<file path="config.mk">
export PLATFORM = sky130hd
export DESIGN_NAME = bf_pass_scheduler
export DESIGN_NICKNAME = d
export VERILOG_FILES = /design/src/rtl/bf_pkg.sv /design/src/rtl/bf_outst_ctr.sv /design/src/rtl/bf_pass_scheduler.sv
export SDC_FILE = /design/constraint.sdc
export NUM_CORES = 1
export LEC_CHECK = 0
export CAP_MARGIN = 30
export CELL_PAD_IN_SITES_DETAIL_PLACEMENT = 1
export CELL_PAD_IN_SITES_GLOBAL_PLACEMENT = 2
export CORE_UTILIZATION = 17
export DETAILED_ROUTE_END_ITERATION = 6
export PLACE_DENSITY = 0.78
export SYNTH_ARGS = -nofsm -noshare
export SYNTH_HDL_FRONTEND = slang
export SYNTH_HIERARCHICAL = 1
export SYNTH_SLANG_ARGS = --single-unit
</file>
<file path="constraint.sdc">
create_clock -name i_clock -period 4.4 [get_ports i_clock]
set_input_delay 0.88 -clock i_clock [delete_from_list [all_inputs] [get_ports i_clock]]
set_output_delay 0.88 -clock i_clock [all_outputs]
set_load 0.1 [all_outputs]
</file>
<file path="src/rtl/bf_pkg.sv">
// Shared constants, state encoding and row-count helper for the Bellman-Ford pass scheduler.
package bf_pkg;

  localparam int DIST_W = 16;
  localparam int LANES  = 8;
  localparam logic [DIST_W-1:0] INF = {DIST_W{1'b1}};

  typedef enum logic [2:0] {
    ST_IDLE  = 3'd0,
    ST_INIT  = 3'd1,
    ST_ISSUE = 3'd2,
    ST_DRAIN = 3'd3,
    ST_CHECK = 3'd4,
    ST_COPY  = 3'd5,
    ST_DONE  = 3'd6
  } bf_sched_state_t;

  function automatic logic [8:0] ceil_rows(input logic [7:0] n);
    ceil_rows = ({1'b0, n} + 9'(LANES - 1)) / 9'(LANES);
  endfunction

endpackage

</file>
<file path="src/rtl/bf_outst_ctr.sv">
// Saturating count of edge rows in flight in the relax datapath.
module bf_outst_ctr #(
  parameter int MAX_OUTST = 4,
  parameter int CNT_W     = $clog2(MAX_OUTST + 1)
) (
  input  logic i_clock,
  input  logic i_reset,
  input  logic i_inc,
  input  logic i_dec,
  output logic o_full,
  output logic o_empty
);

  logic [CNT_W-1:0] r_count;

  // A simultaneous issue and retire leaves the count alone; a retire at zero is spurious.
  always_ff @(posedge i_clock) begin
    if (i_reset) begin
      r_count <= {CNT_W{1'b0}};
    end else if (i_inc && !i_dec && r_count != CNT_W'(MAX_OUTST)) begin
      r_count <= r_count + CNT_W'(1);
    end else if (i_dec && !i_inc && r_count != {CNT_W{1'b0}}) begin
      r_count <= r_count - CNT_W'(1);
    end else begin
      r_count <= r_count;
    end
  end

  assign o_full  = (r_count == CNT_W'(MAX_OUTST));
  assign o_empty = (r_count == {CNT_W{1'b0}});

endmodule

</file>
<file path="src/rtl/bf_pass_scheduler.sv">
// Bellman-Ford top-level sequencer: initialise WM, run relaxation passes until a pass is
// quiescent (or N passes flag a negative cycle), then copy WM rows into output memory.
module bf_pass_scheduler
  import bf_pkg::*;
#(
  parameter int ADDR_W    = 13,
  parameter int DATA_W    = 128,
  parameter int MAX_OUTST = 4
) (
  input  logic              i_clock,
  input  logic              i_reset,
  input  logic              i_start,
  input  logic [7:0]        i_node_count,
  input  logic [7:0]        i_src_node,
  input  logic [ADDR_W-1:0] i_edge_rows,
  output logic              o_edge_valid,
  output logic [ADDR_W-1:0] o_edge_addr,
  input  logic              i_edge_ready,
  input  logic              i_relax_ack,
  input  logic              i_relax_update,
  output logic              o_wm_own,
  output logic              o_wm_we,
  output logic [ADDR_W-1:0] o_wm_waddr,
  output logic [DATA_W-1:0] o_wm_wdata,
  output logic [ADDR_W-1:0] o_wm_raddr,
  input  logic [DATA_W-1:0] i_wm_rdata,
  output logic              o_om_we,
  output logic [ADDR_W-1:0] o_om_waddr,
  output logic [DATA_W-1:0] o_om_wdata,
  output logic              o_busy,
  output logic              o_done,
  output logic [7:0]        o_pass_count,
  output logic              o_neg_cycle
);

  bf_sched_state_t   r_state, w_next;
  logic [ADDR_W-1:0] r_row, r_e, r_rows, w_start_rows, w_src_row;
  logic [7:0]        r_n, r_src, r_pass;
  logic              r_neg, r_dirty, r_busy;
  logic              w_full, w_empty, w_edge_valid, w_hs, w_dirty_now;
  logic [DATA_W-1:0] w_init_row;

  bf_outst_ctr #(.MAX_OUTST(MAX_OUTST)) u_outst (
    .i_clock (i_clock),
    .i_reset (i_reset),
    .i_inc   (w_hs),
    .i_dec   (i_relax_ack),
    .o_full  (w_full),
    .o_empty (w_empty)
  );

  assign w_start_rows = ADDR_W'(ceil_rows(i_node_count));
  assign w_src_row    = ADDR_W'(r_src / 8'(LANES));
  assign w_edge_valid = (r_state == ST_ISSUE) && (r_row < r_e) && !w_full;
  assign w_hs         = w_edge_valid && i_edge_ready;
  assign w_dirty_now  = r_dirty | i_relax_update;

  // INIT row: every lane unreachable except the source lane in the source's row.
  always_comb begin
    w_init_row = {DATA_W{1'b1}};
    for (int l = 0; l < LANES; l++) begin
      if (r_row == w_src_row && l == int'(r_src % 8'(LANES))) begin
        w_init_row[l*DIST_W +: DIST_W] = {DIST_W{1'b0}};
      end else begin
        w_init_row[l*DIST_W +: DIST_W] = INF;
      end
    end
  end

  always_comb begin
    w_next = r_state;
    case (r_state)
      ST_IDLE: begin
        if (!i_start)                                      w_next = ST_IDLE;
        else if (w_start_rows == {ADDR_W{1'b0}})           w_next = ST_DONE;
        else if (i_node_count <= 8'd1 || i_src_node >= i_node_count) w_next = ST_COPY;
        else                                               w_next = ST_INIT;
      end
      ST_INIT:  w_next = (r_row == r_rows - ADDR_W'(1)) ? ST_ISSUE : ST_INIT;
      ST_ISSUE: begin
        if (r_e == {ADDR_W{1'b0}} || (w_hs && r_row == r_e - ADDR_W'(1))) w_next = ST_DRAIN;
        else                                                            w_next = ST_ISSUE;
      end
      ST_DRAIN: w_next = w_empty ? ST_CHECK : ST_DRAIN;
      ST_CHECK: begin
        if (w_dirty_now && r_pass < r_n) w_next = ST_ISSUE;
        else                             w_next = ST_COPY;
      end
      ST_COPY:  w_next = (r_row == r_rows - ADDR_W'(1)) ? ST_DONE : ST_COPY;
      ST_DONE:  w_next = ST_IDLE;
      default:  w_next = ST_IDLE;
    endcase
  end

  // r_row is the per-state row/edge index, restarted on every state change.
  always_ff @(posedge i_clock) begin
    if (i_reset) begin
      r_state <= ST_IDLE;
      r_row   <= {ADDR_W{1'b0}};
      r_e     <= {ADDR_W{1'b0}};
      r_rows  <= {ADDR_W{1'b0}};
      r_n     <= 8'd0;
      r_src   <= 8'd0;
      r_pass  <= 8'd0;
      r_neg   <= 1'b0;
      r_dirty <= 1'b0;
      r_busy  <= 1'b0;
    end else begin
      r_state <= w_next;
      if (w_next != r_state)                                  r_row <= {ADDR_W{1'b0}};
      else if (r_state == ST_INIT || r_state == ST_COPY || w_hs) r_row <= r_row + ADDR_W'(1);
      else                                                    r_row <= r_row;
      if (r_state == ST_IDLE && i_start) begin
        r_n    <= i_node_count;
        r_src  <= i_src_node;
        r_e    <= i_edge_rows;
        r_rows <= w_start_rows;
        r_pass <= 8'd0;
        r_neg  <= 1'b0;
        r_busy <= 1'b1;
      end else if (r_state == ST_DONE) begin
        r_busy <= 1'b0;
      end
      if (w_next == ST_ISSUE && r_state != ST_ISSUE) begin
        r_pass  <= r_pass + 8'd1;
        r_dirty <= 1'b0;
      end else if (r_state == ST_ISSUE || r_state == ST_DRAIN || r_state == ST_CHECK) begin
        r_dirty <= w_dirty_now;
      end
      if (r_state == ST_CHECK && w_dirty_now && r_pass == r_n) r_neg <= 1'b1;
    end
  end

  // Memory-side outputs decode directly from the registered state and row index.
  always_comb begin
    o_wm_own   = 1'b0;
    o_wm_we    = 1'b0;
    o_wm_waddr = {ADDR_W{1'b0}};
    o_wm_wdata = {DATA_W{1'b0}};
    o_wm_raddr = {ADDR_W{1'b0}};
    o_om_we    = 1'b0;
    o_om_waddr = {ADDR_W{1'b0}};
    o_om_wdata = {DATA_W{1'b0}};
    if (r_state == ST_INIT) begin
      o_wm_own   = 1'b1;
      o_wm_we    = 1'b1;
      o_wm_waddr = r_row;
      o_wm_wdata = w_init_row;
    end else if (r_state == ST_COPY) begin
      o_wm_raddr = r_row;
      o_om_we    = 1'b1;
      o_om_waddr = r_row;
      o_om_wdata = i_wm_rdata;
    end else begin
      o_wm_own   = 1'b0;
      o_om_we    = 1'b0;
    end
  end

  assign o_edge_valid = w_edge_valid;
  assign o_edge_addr  = (r_state == ST_ISSUE) ? r_row : {ADDR_W{1'b0}};
  assign o_busy       = r_busy;
  assign o_done       = (r_state == ST_DONE);
  assign o_pass_count = r_pass;
  assign o_neg_cycle  = r_neg;

endmodule

</file>
==> results.sh <==
export IMPL_io_buffers=485
export IMPL_dp_slack_ns=0.618
export IMPL_synth_compound_area_share_pct=12.8
export IMPL_rsz0062_at_grt="false"
export IMPL_synth_xor_area_share_pct=6.69
export IMPL_gp_congestion=0.775
export IMPL_max_freq_mhz=249
export IMPL_layout_min_cycle_time_ns=4.02
export IMPL_cts_sinks=65
export IMPL_wirelength_um=32200
export IMPL_io_pins=486
export IMPL_cp_max_fo=13
export IMPL_layout_commonest_cell="buf_4"
export IMPL_cp_arrival_ns=3.14
export IMPL_max_slew_margin_pct=31.0
export IMPL_core_area_um2=39100
export IMPL_cts_setup_buffers=0
export IMPL_async_reset_ff_share_pct=0
export IMPL_holdWs_ns=0.455
export IMPL_cts_hold_buf=0
export IMPL_tns_ns=0
export IMPL_ys_flop_type="dfxtp_1"
export IMPL_vias=7594
export IMPL_yosys_warnings=6
export IMPL_final_setup_worst_slack_ns=0.380
export IMPL_layout_nets=1439
export IMPL_cts_repair_resized=0
export IMPL_p_total_mw=6.34
export IMPL_min_to="r_n[4]"
export IMPL_clkTransAtPathRegs_ns=0.06
export IMPL_synth_edf_count=0
export IMPL_cts_root_buf="clkbuf_16"
export IMPL_synthToLayoutAreaGrowth_pct=63.6
export IMPL_power_density_nw_per_um2=569
export IMPL_core_rowCount=72
export IMPL_synth_top_family_by_area="simple AND/OR/NAND/NOR gates"
export IMPL_ys_seq_elements=65
export IMPL_min_path_cells=2
export IMPL_synth_top_cell_area_share_pct=19.1
export IMPL_syn_inst=926
export IMPL_dieArea_um2=40800
export IMPL_path_class="reg2out"
export IMPL_syn_nets=1123
export IMPL_synth_mux_area_share_pct=0.313
export IMPL_yosys_area_top_type="dfxtp_1"
export IMPL_min_path_type="reg2reg"
export IMPL_grt_max_degree=129
export IMPL_grt_pass1_wl_um=47100
export IMPL_synth_adder_area_share_pct=6.36
export IMPL_p_int_mw=2.17
export IMPL_syn_avg_cell_area_um2=7.35
export IMPL_final_util_pct=28.5
export IMPL_yosysSeqAreaShare_pct=19.1
export IMPL_cts_made_buffers=9
export IMPL_rrSetupSlack_ns=0.61
export IMPL_ys_top_cells_by_area="dfxtp_1, buf_4, and3_1"
export IMPL_cap_violations=0
export IMPL_die_y_um=202
export IMPL_start_util_pct=17.4
export IMPL_skew_ns=0.00786
export IMPL_syn_area_um2=6810
export IMPL_swShare_pct=65.7
export IMPL_dr_pass1_iters=4
export IMPL_ir_drop_mv=0.471
export IMPL_power_switching_mw=4.16
export IMPL_finalMaxSlewViolations=0
export IMPL_cts_buffer_depth=2
export IMPL_multi_input_area_um2=4030
export IMPL_layout_common_cells="buf_4, clkdlybuf4s50_1, and3_1, nand2_1, dfxtp_1"
export IMPL_status="finished clean"
export IMPL_crit_path_end_kind="primary output"
export IMPL_grt_use_total_pct=14.9
export IMPL_clk_insertion_delay_late_ns=0.34
export IMPL_hpwl_um=26100
export IMPL_r2r_cells=13
export IMPL_rr_endpoint="u_outst/r_count[2]"
export IMPL_min_from="r_n[4]"
export IMPL_drcViolationCount=0
export IMPL_cts_tree="done"
export IMPL_antenna_found_initial=1
export IMPL_die_x_um=202
export IMPL_htreeDepth=3
export IMPL_p_leak_nw=5.35
export IMPL_yosys_area_share_simple_pct=32.4
export IMPL_grt_overflow=0
export IMPL_setup_viol=0
export IMPL_pwr_share_comb_pct=77.3
export IMPL_power_share_clock_pct=10.6
export IMPL_synthDistinctLibCells=71
export IMPL_ant_nets=0
export IMPL_final_hold_violation_count=0
export IMPL_critPathLaunchType="flip-flop"
export IMPL_regArea_um2=1310
export IMPL_cp_data_required_time_ns=3.52
export IMPL_routedWlPerCell_um=18.2
export IMPL_drtIter0Drc=390
export IMPL_avgViaCountPerCell=4.30
export IMPL_p_seq_share_pct=12.1
export IMPL_drive_gt1_share_pct=31.0
export IMPL_n_fill_cell=4704
export IMPL_period_share_pct=91.4
export IMPL_grt_pass1_vias=7507
export IMPL_worstMarginPinSlew_ns=1.03
export IMPL_rr_startpoint="r_e[2]"
==> how the worst max path moves through the flow <==
stage	from	slack [ns]	end
2_1_floorplan	r_state[0]	-0.18	o_wm_wdata[17]
3_3_place_gp	r_row[9]	0.68	o_wm_wdata[96]
3_5_place_dp	i_edge_ready	0.62	u_outst/r_count[2]
4_1_cts	r_row[9]	0.27	o_wm_wdata[96]
5_1_grt	r_row[9]	0.23	o_wm_wdata[43]
6_report	r_row[9]	0.38	o_wm_wdata[40]
==> power by group through the flow <==
stage               Sequential (mW)  Combinational [mW]  Clock (mW)
floorplan                     0.721                4.10           0
global placement              0.778                4.85           0
detailed placement            0.780                4.91           0
CTS                           0.768                4.91       0.691
global route                  0.782                5.07       0.710
finish                        0.767                4.90       0.673
==> per-layer routing <==
layer  vias up  part of all wire, %  GRT usage (%)
met5         -                    0              0
met4         0                  1.1           3.11
met3        22                  6.6           2.95
met2       270                   46           24.0
met1      3608                   46           20.5
li1       3694                    -              -
==> per-stage QoR <==
stage,area [um^2],cells
floorplan,6810,926
global placement,10800,1745
detailed placement,10800,1747
CTS,11100,1763
global route,11100,1765
finish,11100,1767
==> Yosys cell counts, types with 2 or more instances <==
| cell type | instances |
|---|---|
| and3_1 | 145 |
| buf_4 | 136 |
| nand2_1 | 86 |
| dfxtp_1 | 65 |
| clkbuf_1 | 57 |
| a21oi_1 | 50 |
| inv_1 | 44 |
| nor2_1 | 43 |
| xnor2_1 | 40 |
| ha_1 | 33 |
| a211oi_1 | 25 |
| and2_1 | 22 |
| nor3_1 | 16 |
| nand3_1 | 15 |
| xor2_1 | 12 |
| nand4_1 | 9 |
| o21ai_0 | 9 |
| nor3b_1 | 8 |
| a21o_1 | 7 |
| a31oi_1 | 6 |
| nor4_1 | 6 |
| clkbuf_8 | 5 |
| nand2b_1 | 5 |
| a2111oi_0 | 4 |
| nor2b_1 | 4 |
| o211ai_1 | 4 |
| or3_1 | 4 |
| and4_1 | 3 |
| buf_2 | 3 |
| buf_6 | 3 |
| nand3b_1 | 3 |
| o2bb2ai_1 | 3 |
| o31ai_1 | 3 |
| or4_1 | 3 |
| or4_4 | 3 |
| a221oi_1 | 2 |
| and2b_2 | 2 |
| and3b_2 | 2 |
| nor4_2 | 2 |
| o21a_1 | 2 |
| or2_2 | 2 |
==> sequential cells by signal, indices dropped and copies added (netlist names) <==
signal,count
o_pass_count,8
r_rows,6
o_busy,1
r_dirty,1
o_neg_cycle,1
r_state,3
r_e,13
r_src,8
u_outst/r_count,3
r_row,13
r_n,8
==> area by class of cell <==
cell class,count,area share (%)
multi-input cells,612,36.2
clock inverters,7,0.427
repair buffers,510,42.3
inverters,44,1.48
well taps,518,5.82
flip-flops and latches,65,11.7
diodes,2,0.0450
clock buffers,9,2.02
==> logic make-up (layout without fill, tap and decap cells) <==
group                    Yosys count  in the layout
AND/OR/NAND/NOR                  393            393
AO/OA/AOI/OAI                    131            131
XOR/XNOR                          52             52
flip-flops                        65             65
adder cells (fa/ha/maj)           34             34
buffers and inverters            249            570
multiplexers                       2              2
other                              0              2
==> critical path: stages, from the launching register on <==
cell     delay [ns]
dfxtp_1        0.46
or4_1          0.59
nor4_2         0.38
nand4_1        0.22
nor2_1         0.38
a21oi_2        0.24
buf_4          0.25
buf_4          0.25
No activity file was read; power rests on OpenSTA's default activity.
